===== config.mk =====
export PLATFORM = sky130hd
export DESIGN_NAME = uart_text_writer
export DESIGN_NICKNAME = d
export VERILOG_FILES = /design/src/rtl/uart_text_writer.sv
export SDC_FILE = /design/constraint.sdc
export NUM_CORES = 1
export LEC_CHECK = 0
export ABC_AREA = 1
export CORE_ASPECT_RATIO = 0.9
export CORE_MARGIN = 3
export CORE_UTILIZATION = 60
export DETAILED_ROUTE_END_ITERATION = 12
export PLACE_DENSITY = 0.95
export SYNTH_ARGS = -nofsm -noshare
export SYNTH_HDL_FRONTEND = slang
export SYNTH_SLANG_ARGS = --single-unit

===== constraint.sdc =====
create_clock -name i_Clock -period 7.6 [get_ports i_Clock]
set_clock_uncertainty 0.05 [all_clocks]
set_input_delay 1.52 -clock i_Clock [delete_from_list [all_inputs] [get_ports i_Clock]]
set_output_delay 1.52 -clock i_Clock [all_outputs]
set_load 0.02 [all_outputs]

===== src/rtl/uart_text_writer.sv =====
// uart_text_writer: turns received UART bytes into character-buffer writes,
// tracking the cursor and clearing lines/screen with streamed spaces.
module uart_text_writer #(
  parameter int COLS   = 80,
  parameter int ROWS   = 30,
  parameter int ADDR_W = 12,
  parameter int COL_W  = 7,
  parameter int ROW_W  = 5
) (
  input  logic              i_Clock,
  input  logic              i_Rst_n,
  input  logic              i_RX_DV,
  input  logic [7:0]        i_RX_Byte,
  output logic              o_Wr_En,
  output logic [ADDR_W-1:0] o_Wr_Addr,
  output logic [7:0]        o_Wr_Data,
  output logic [COL_W-1:0]  o_Cursor_Col,
  output logic [ROW_W-1:0]  o_Cursor_Row,
  output logic              o_Busy,
  output logic              o_Overrun
);
  typedef enum logic [1:0] {IDLE, CLR_LINE, CLR_SCREEN} state_t;
  state_t state_q, state_d;
  logic [ADDR_W-1:0] cnt_q, cnt_d, addr_q, addr_d, row_base;
  logic [COL_W-1:0] col_q, col_d, col_m1;
  logic [ROW_W-1:0] row_q, row_d;
  logic [7:0] data_q, data_d;
  logic we_q, we_d, busy_q, busy_d, ovr_q, ovr_d, adv, prt;
  assign row_base = ADDR_W'(row_q) * ADDR_W'(COLS);
  assign col_m1 = col_q - COL_W'(1);
  assign prt = i_RX_Byte >= 8'h20 && i_RX_Byte <= 8'h7E;
  always_comb begin
    state_d = state_q;
    cnt_d = cnt_q;
    col_d = col_q;
    row_d = row_q;
    we_d = 1'b0;
    addr_d = addr_q;
    data_d = data_q;
    adv = 1'b0;
    ovr_d = i_RX_DV & busy_q;
    case (state_q)
      CLR_SCREEN: begin
        we_d = 1'b1;
        addr_d = cnt_q;
        data_d = 8'h20;
        cnt_d = cnt_q + ADDR_W'(1);
        state_d = cnt_q == ADDR_W'(COLS*ROWS-1) ? IDLE : CLR_SCREEN;
      end
      CLR_LINE: begin
        we_d = 1'b1;
        addr_d = row_base + cnt_q;
        data_d = 8'h20;
        cnt_d = cnt_q + ADDR_W'(1);
        state_d = cnt_q == ADDR_W'(COLS-1) ? IDLE : CLR_LINE;
      end
      default: begin
        // busy_q stays high through the final clear write, so bytes are only taken once it drops
        if (i_RX_DV && !busy_q) begin
          if (prt) begin
            we_d = 1'b1;
            addr_d = row_base + ADDR_W'(col_q);
            data_d = i_RX_Byte;
            adv = col_q == COL_W'(COLS-1);
            col_d = adv ? '0 : col_q + COL_W'(1);
          end else if (i_RX_Byte == 8'h0D) begin
            col_d = '0;
          end else if (i_RX_Byte == 8'h0A) begin
            col_d = '0;
            adv = 1'b1;
          end else if (i_RX_Byte == 8'h08 && col_q != '0) begin
            col_d = col_m1;
            we_d = 1'b1;
            addr_d = row_base + ADDR_W'(col_m1);
            data_d = 8'h20;
          end else if (i_RX_Byte == 8'h0C) begin
            col_d = '0;
            row_d = '0;
            cnt_d = '0;
            state_d = CLR_SCREEN;
          end
        end
      end
    endcase
    if (adv) begin
      row_d = row_q == ROW_W'(ROWS-1) ? '0 : row_q + ROW_W'(1);
      cnt_d = '0;
      state_d = CLR_LINE;
    end
    busy_d = state_q != IDLE || state_d != IDLE;
  end
  always_ff @(posedge i_Clock) begin
    if (!i_Rst_n) begin
      state_q <= CLR_SCREEN;
      cnt_q <= '0;
      col_q <= '0;
      row_q <= '0;
      we_q <= 1'b0;
      addr_q <= '0;
      data_q <= '0;
      busy_q <= 1'b1;
      ovr_q <= 1'b0;
    end else begin
      state_q <= state_d;
      cnt_q <= cnt_d;
      col_q <= col_d;
      row_q <= row_d;
      we_q <= we_d;
      addr_q <= addr_d;
      data_q <= data_d;
      busy_q <= busy_d;
      ovr_q <= ovr_d;
    end
  end
  assign o_Wr_En = we_q;
  assign o_Wr_Addr = addr_q;
  assign o_Wr_Data = data_q;
  assign o_Cursor_Col = col_q;
  assign o_Cursor_Row = row_q;
  assign o_Busy = busy_q;
  assign o_Overrun = ovr_q;
endmodule


======== Word-level counts from Yosys, hierarchy flattened ========
Cells that the tools add are included.
storage, ports and cells
  register bits after elaboration ......... 49
  memories ................................ 0
  bits in latches ......................... 0
  output and inout port bits .............. 35
  RAM bits ................................ 0
  memory bits (read-only) ................. 0
  word-level logic and storage cells ...... 129
  input bits .............................. 11
cells by class
  shift-type cells ........................ 0
  equal/unequal tests ..................... 25
  multipliers ............................. 1
  order comparisons ....................... 2
  reduce and logical (&&, ||, !) cells .... 26
  bitwise operators ....................... 3
  multiplexer cells ....................... 55
  divide/modulo/power cells ............... 0
  add/subtract/negate cells ............... 7
operator list
  kind                   number
  $mux 12                12
  $mux 5                 9
  $mux 7                 6
  $eq 8x4->1 const B     4
  $mux 8                 4
  $add 12x7->12          2
  $pmux 12 s2            1
  $ne 2x2->1 const B     10
  $mux 2                 8
  $reduce_bool 2->1      7
  $add 12x1->12 const B  1
  $add 12x12->12         1
  $eq 12x12->1 const B   1
  $eq 12x7->1 const B    1
  $mux 1                 12
  $mux 6                 2
  $reduce_and 4->1       3
  $ge 8x6->1 const B     1
  $le 8x7->1 const B     1
  $mul 5x3->8 const B    1
  $ne 4x2->1 const B     2
  $add 7x1->7 const B    1
  $eq 7x7->1 const B     1
  $reduce_and 7->1       1
  other kinds (21)       27

======== Longest topological paths before layout ========
  depth in word-level cells ............... 11
  depth in mapped cells ................... 18
  depth with buffers taken out ............ 18

======== Worst setup path after synthesis ========
OpenSTA, ideal clock, no wires.
  path type ............................... in2reg
  start point ............................. input i_RX_Byte[3]
  end point ............................... register addr_q[10], in the netlist o_Wr_Addr[10]
  path buffers ............................ 0
  stages .................................. 17
  data required time ...................... 7435 ps
  setup time .............................. 115 ps
  slack ................................... 4066 ps
  data arrival time ....................... 3370 ps
  cell sequence ........................... nand2_1 -> nor2_2 -> nand2_2 -> nand3_4 -> inv_1 -> o21ai_0 -> o22ai_1 -> inv_1 -> ha_1 -> inv_1 -> fa_1 -> nor3_1 -> nor2_1 -> nand2_1 -> a21oi_1 -> nor2_1 -> nor2_1
on the way
  longest elaborated chain between the ends .. 5
  elaborated cells on any way between the ends .. 14
  classes of those cells .................. order compare: 2; eq/ne: 5; mux: 3; reduce/logical: 4
RTL lines
  item                                             line  text
  start: declaration                               13    input logic [7:0] i_RX_Byte,
  $ge 8x6->1 / $le 8x7->1 (equally long branches)  31    assign prt = i_RX_Byte >= 8'h20 && i_RX_Byte <= 8'h7E;
  $logic_and 1x1->1                                31
  $mux 12                                          60    if (prt) begin
  $mux 12                                          59    if (i_RX_DV && !busy_q) begin
  $pmux 12 s2                                      42    case (state_q)
  end signal: assignment                           109   addr_q <= addr_d;
  end: declaration                                 24    logic [ADDR_W-1:0] cnt_q, cnt_d, addr_q, addr_d, row_base;
Several ways; a longest one is shown, not always the timed one. The select of a mux whose other input is x is not followed.
A chain may end at the register's enable or synchronous reset.

======== Final worst setup path ========
  start point ............................. input i_RX_Byte[6]
  end point ............................... register addr_q[8], in the netlist o_Wr_Addr[8]
The elaborated chain is that of the path after synthesis.

==> impl_metrics.py <==
metrics = {
    "run_status": {
        "outcome": "complete, no violations",
    },
    "clock_network": {
        "htree_levels": 2,
        "cts_tree": "built",
        "clockRootBuffer": "clkbuf_8",
        "post_cts_buffers": 0,
        "numCtsBuffers": 5,
        "cts_resized": 0,
        "cts_max_path_buffers": 2,
        "hold_buffers": 0,
        "path_clk_slew_ns": 0.10,
        "insertion_delay_ns": 0.31,
        "cts_sinks": 49,
    },
    "route": {
        "drc": 0,
        "drt-total-wl_um": 9300,
        "drtAntennaViolNets": 0,
        "dr.first_iter.drc_count": 354,
        "viasPerCell": 5.71,
        "num_vias": 3800,
        "firstDrtPassIters": 6,
        "routedWlPerCell_um": 14.0,
    },
    "pwr": {
        "power_switching_w": 0.000122,
        "power_frac_comb": 0.081,
        "p_per_area_mw_per_mm2": 115,
        "p_seq_frac": 0.556,
        "intPower_w": 0.000350,
        "swShare": 0.258,
        "clkPwrFrac": 0.363,
        "vdd_ir_drop_max_mv": 0.119,
        "cellLeakagePower_nw": 1.84,
    },
    "yosys": {
        "yosysTopAreaCellShare": 0.277,
        "postSynthAreaPerCell_um2": 6.35,
        "synth_area_leaders": "dfxtp_1, nand2_1, nor2_1, ha_1, inv_1",
        "yosysTopAreaCell": "dfxtp_1",
        "synth_nets": 592,
        "synth_cell_types": 36,
        "yosysWarnings": 0,
        "synthCells": 557,
        "netlist_area_mm2": 0.00354,
        "synth-seq-cells": 49,
        "synth_seq_area_share": 0.277,
    },
    "timing": {
        "setup_ws_ns": 3.32,
        "relSlewSlack": 0.361,
        "min_period_ns": 4.28,
        "timing.final.hold_violations": 0,
        "drv_slew": 0,
        "finalSetupViolCount": 0,
        "fmax_ghz": 0.234,
        "setup-tns-final_ns": 0,
        "rsz0062_at_grt": "false",
        "min_period_over_period": 0.563,
        "tightest_slew_ns": 0.956,
    },
    "die": {
        "die-area_mm2": 0.00686,
        "core_area_mm2": 0.00547,
        "floorplan.initialDensity": 0.647,
        "die_w_um": 87.0,
        "io_pins": 46,
        "rows": 25,
        "die_y_um": 78.9,
    },
    "cells_and_area": {
        "nets": 632,
        "final_layout_size_suffix_gt1_frac": 0.0585,
        "syn_to_final_growth_pct": 15.9,
        "fin_cells": 665,
        "antennaDiodeCount": 0,
    },
    "placement": {
        "dp_slack_ns": 3.20,
        "hpwlAfterDp_um": 6890,
        "dp_cells": 657,
        "io_buffers": 45,
        "place_congestion": 0.996,
    },
    "setup_path": {
        "ff2ff_path_depth": 17,
        "critical_path_class": "input port to flip-flop",
        "worstPathRequired_ns": 7.75,
        "cp.arrival_ns": 4.43,
        "end_kind": "flip-flop",
        "critPathMaxFanout": 17,
        "r2r-end": "o_Wr_Addr[11]$_SDFFE_PN0P_",
        "regToRegSetupSlack_ns": 4.55,
        "start_kind": "input port",
        "r2r-start": "o_Cursor_Col[0]$_SDFFE_PN0P_",
    },
    "hold_path": {
        "min-delay-start": "o_Wr_Data[7]$_SDFFE_PP0P_",
        "worstHoldEndpoint": "o_Wr_Data[7]$_SDFFE_PP0P_",
        "hp-class": "flip-flop to flip-flop",
        "min_path_cells": 2,
    },
    "global_routing": {
        "grt_pass1_vias": 3552,
        "grt_overflow": 0,
        "grt_max_degree": 25,
        "grtUsageTotal": 0.280,
        "antenna_found_initial": 0,
        "grt_pass1_wl_um": 15700,
    },
    "run": {
        "maxCapViolations": 0,
    },
}
worst max-delay path, cell delays in order:
cell             delay, ns
clkdlybuf4s50_1       0.53
nand2_1               0.07
nor2_1                0.13
nand2_2               0.11
nand3_4               0.18
inv_1                 0.16
o21ai_0               0.19
o22ai_1               0.09
inv_1                 0.06
ha_1                  0.13
inv_1                 0.07
fa_1                  0.44
o21ai_0               0.34
nand2_1               0.10
nand2_1               0.09
o22ai_1               0.07
nor2_1                0.10
nor2_1                0.05
per-layer routing:
layer,track usage,share of wire
met4,0.0950,0.014
met2,0.452,0.46
met3,0.0425,0.091
met1,0.379,0.43
met5,0,0
through the flow:
step	area (um2)	hold slack, ns	utilization	total power, W
3_5_place_dp	4000	0.378	0.731	0.000306
3_3_place_gp	4000	0.378	0.731	0.000305
5_1_grt	4100	0.408	0.749	0.000490
6_report	4100	0.392	0.749	0.000472
2_1_floorplan	3540	0.401	-	0.000291
4_1_cts	4100	0.395	0.749	0.000473
sequential cells by signal, indices dropped and copies added, names as in the netlist:
name / count
o_Busy: 1
o_Cursor_Col: 7
o_Cursor_Row: 5
o_Wr_En: 1
o_Overrun: 1
o_Wr_Addr: 12
state_q: 2
cnt_q: 12
o_Wr_Data: 8
worst max path at each step:
| stage | startpoint | to | slack [ns] | cells after the start |
|---|---|---|---|---|
| 6_report | i_RX_Byte[6] | o_Wr_Addr[8]$_SDFFE_PN0P_ | 3.32 | 18 |
| 4_1_cts | i_RX_Byte[2] | o_Wr_Addr[8]$_SDFFE_PN0P_ | 3.45 | 18 |
| 2_1_floorplan | i_RX_Byte[3] | o_Wr_Addr[10]$_SDFFE_PN0P_ | 4.07 | 17 |
| 3_3_place_gp | i_RX_Byte[2] | o_Wr_Addr[10]$_SDFFE_PN0P_ | 3.30 | 18 |
| 3_5_place_dp | i_RX_Byte[2] | o_Wr_Addr[10]$_SDFFE_PN0P_ | 3.20 | 17 |
| 5_1_grt | i_RX_Byte[6] | o_Wr_Addr[8]$_SDFFE_PN0P_ | 3.13 | 18 |
power by group through the flow:
stage / logic, W / clock network [W] / registers, W
final: 0.0000384 / 0.000171 / 0.000263
after global routing: 0.0000429 / 0.000184 / 0.000263
after CTS: 0.0000378 / 0.000173 / 0.000262
after detailed placement: 0.0000376 / 0 / 0.000268
after global placement: 0.0000364 / 0 / 0.000268
after floorplan: 0.0000214 / 0 / 0.000270
cells in the mapped netlist (all sizes together):
cell / instances
o21ai: 37
a21oi: 38
a31oi: 3
nor4: 1
nor3: 8
dfxtp: 49
fa: 2
o211ai: 1
xnor2: 2
o21bai: 1
or2: 1
ha: 22
nand3: 40
nand2: 148
a22oi: 2
a31o: 1
buf: 6
nor2: 93
clkbuf: 6
a21o: 1
o22ai: 5
inv: 73
nand4: 7
xor2: 10
cell usage in the layout, fill, tap and decap left out, drive strengths merged:
master	instances
dfxtp	49
o21bai	1
a22oi	2
nand4	7
nor3	8
xor2	10
clkdlybuf4s50	45
nor2	93
ha	22
nand2	148
clkbuf	6
xnor2	2
a21oi	38
nor4	1
fa	2
o211ai	1
o21ai	37
a21o	1
clkinvlp	1
nand3	40
o22ai	5
a31oi	3
or2	1
inv	74
a31o	1
cell type report:
class,count,area (um2)
Clock buffer,6,82.6
Clock inverter,2,16.3
Fill cell,429,1370
Inverter,73,277
Multi-Input combinational cell,423,2210
Sequential cell,49,981
Tap cell,67,83.8
Timing Repair Buffer,45,450
kinds of logic after synthesis:
group | share of synthesized area
compound gates | 0.134
xor+xnor | 0.0297
fa+ha+maj | 0.0891
buf+inv | 0.0983
flops | 0.277
simple gates | 0.372
(Power assumes the default switching activity.)
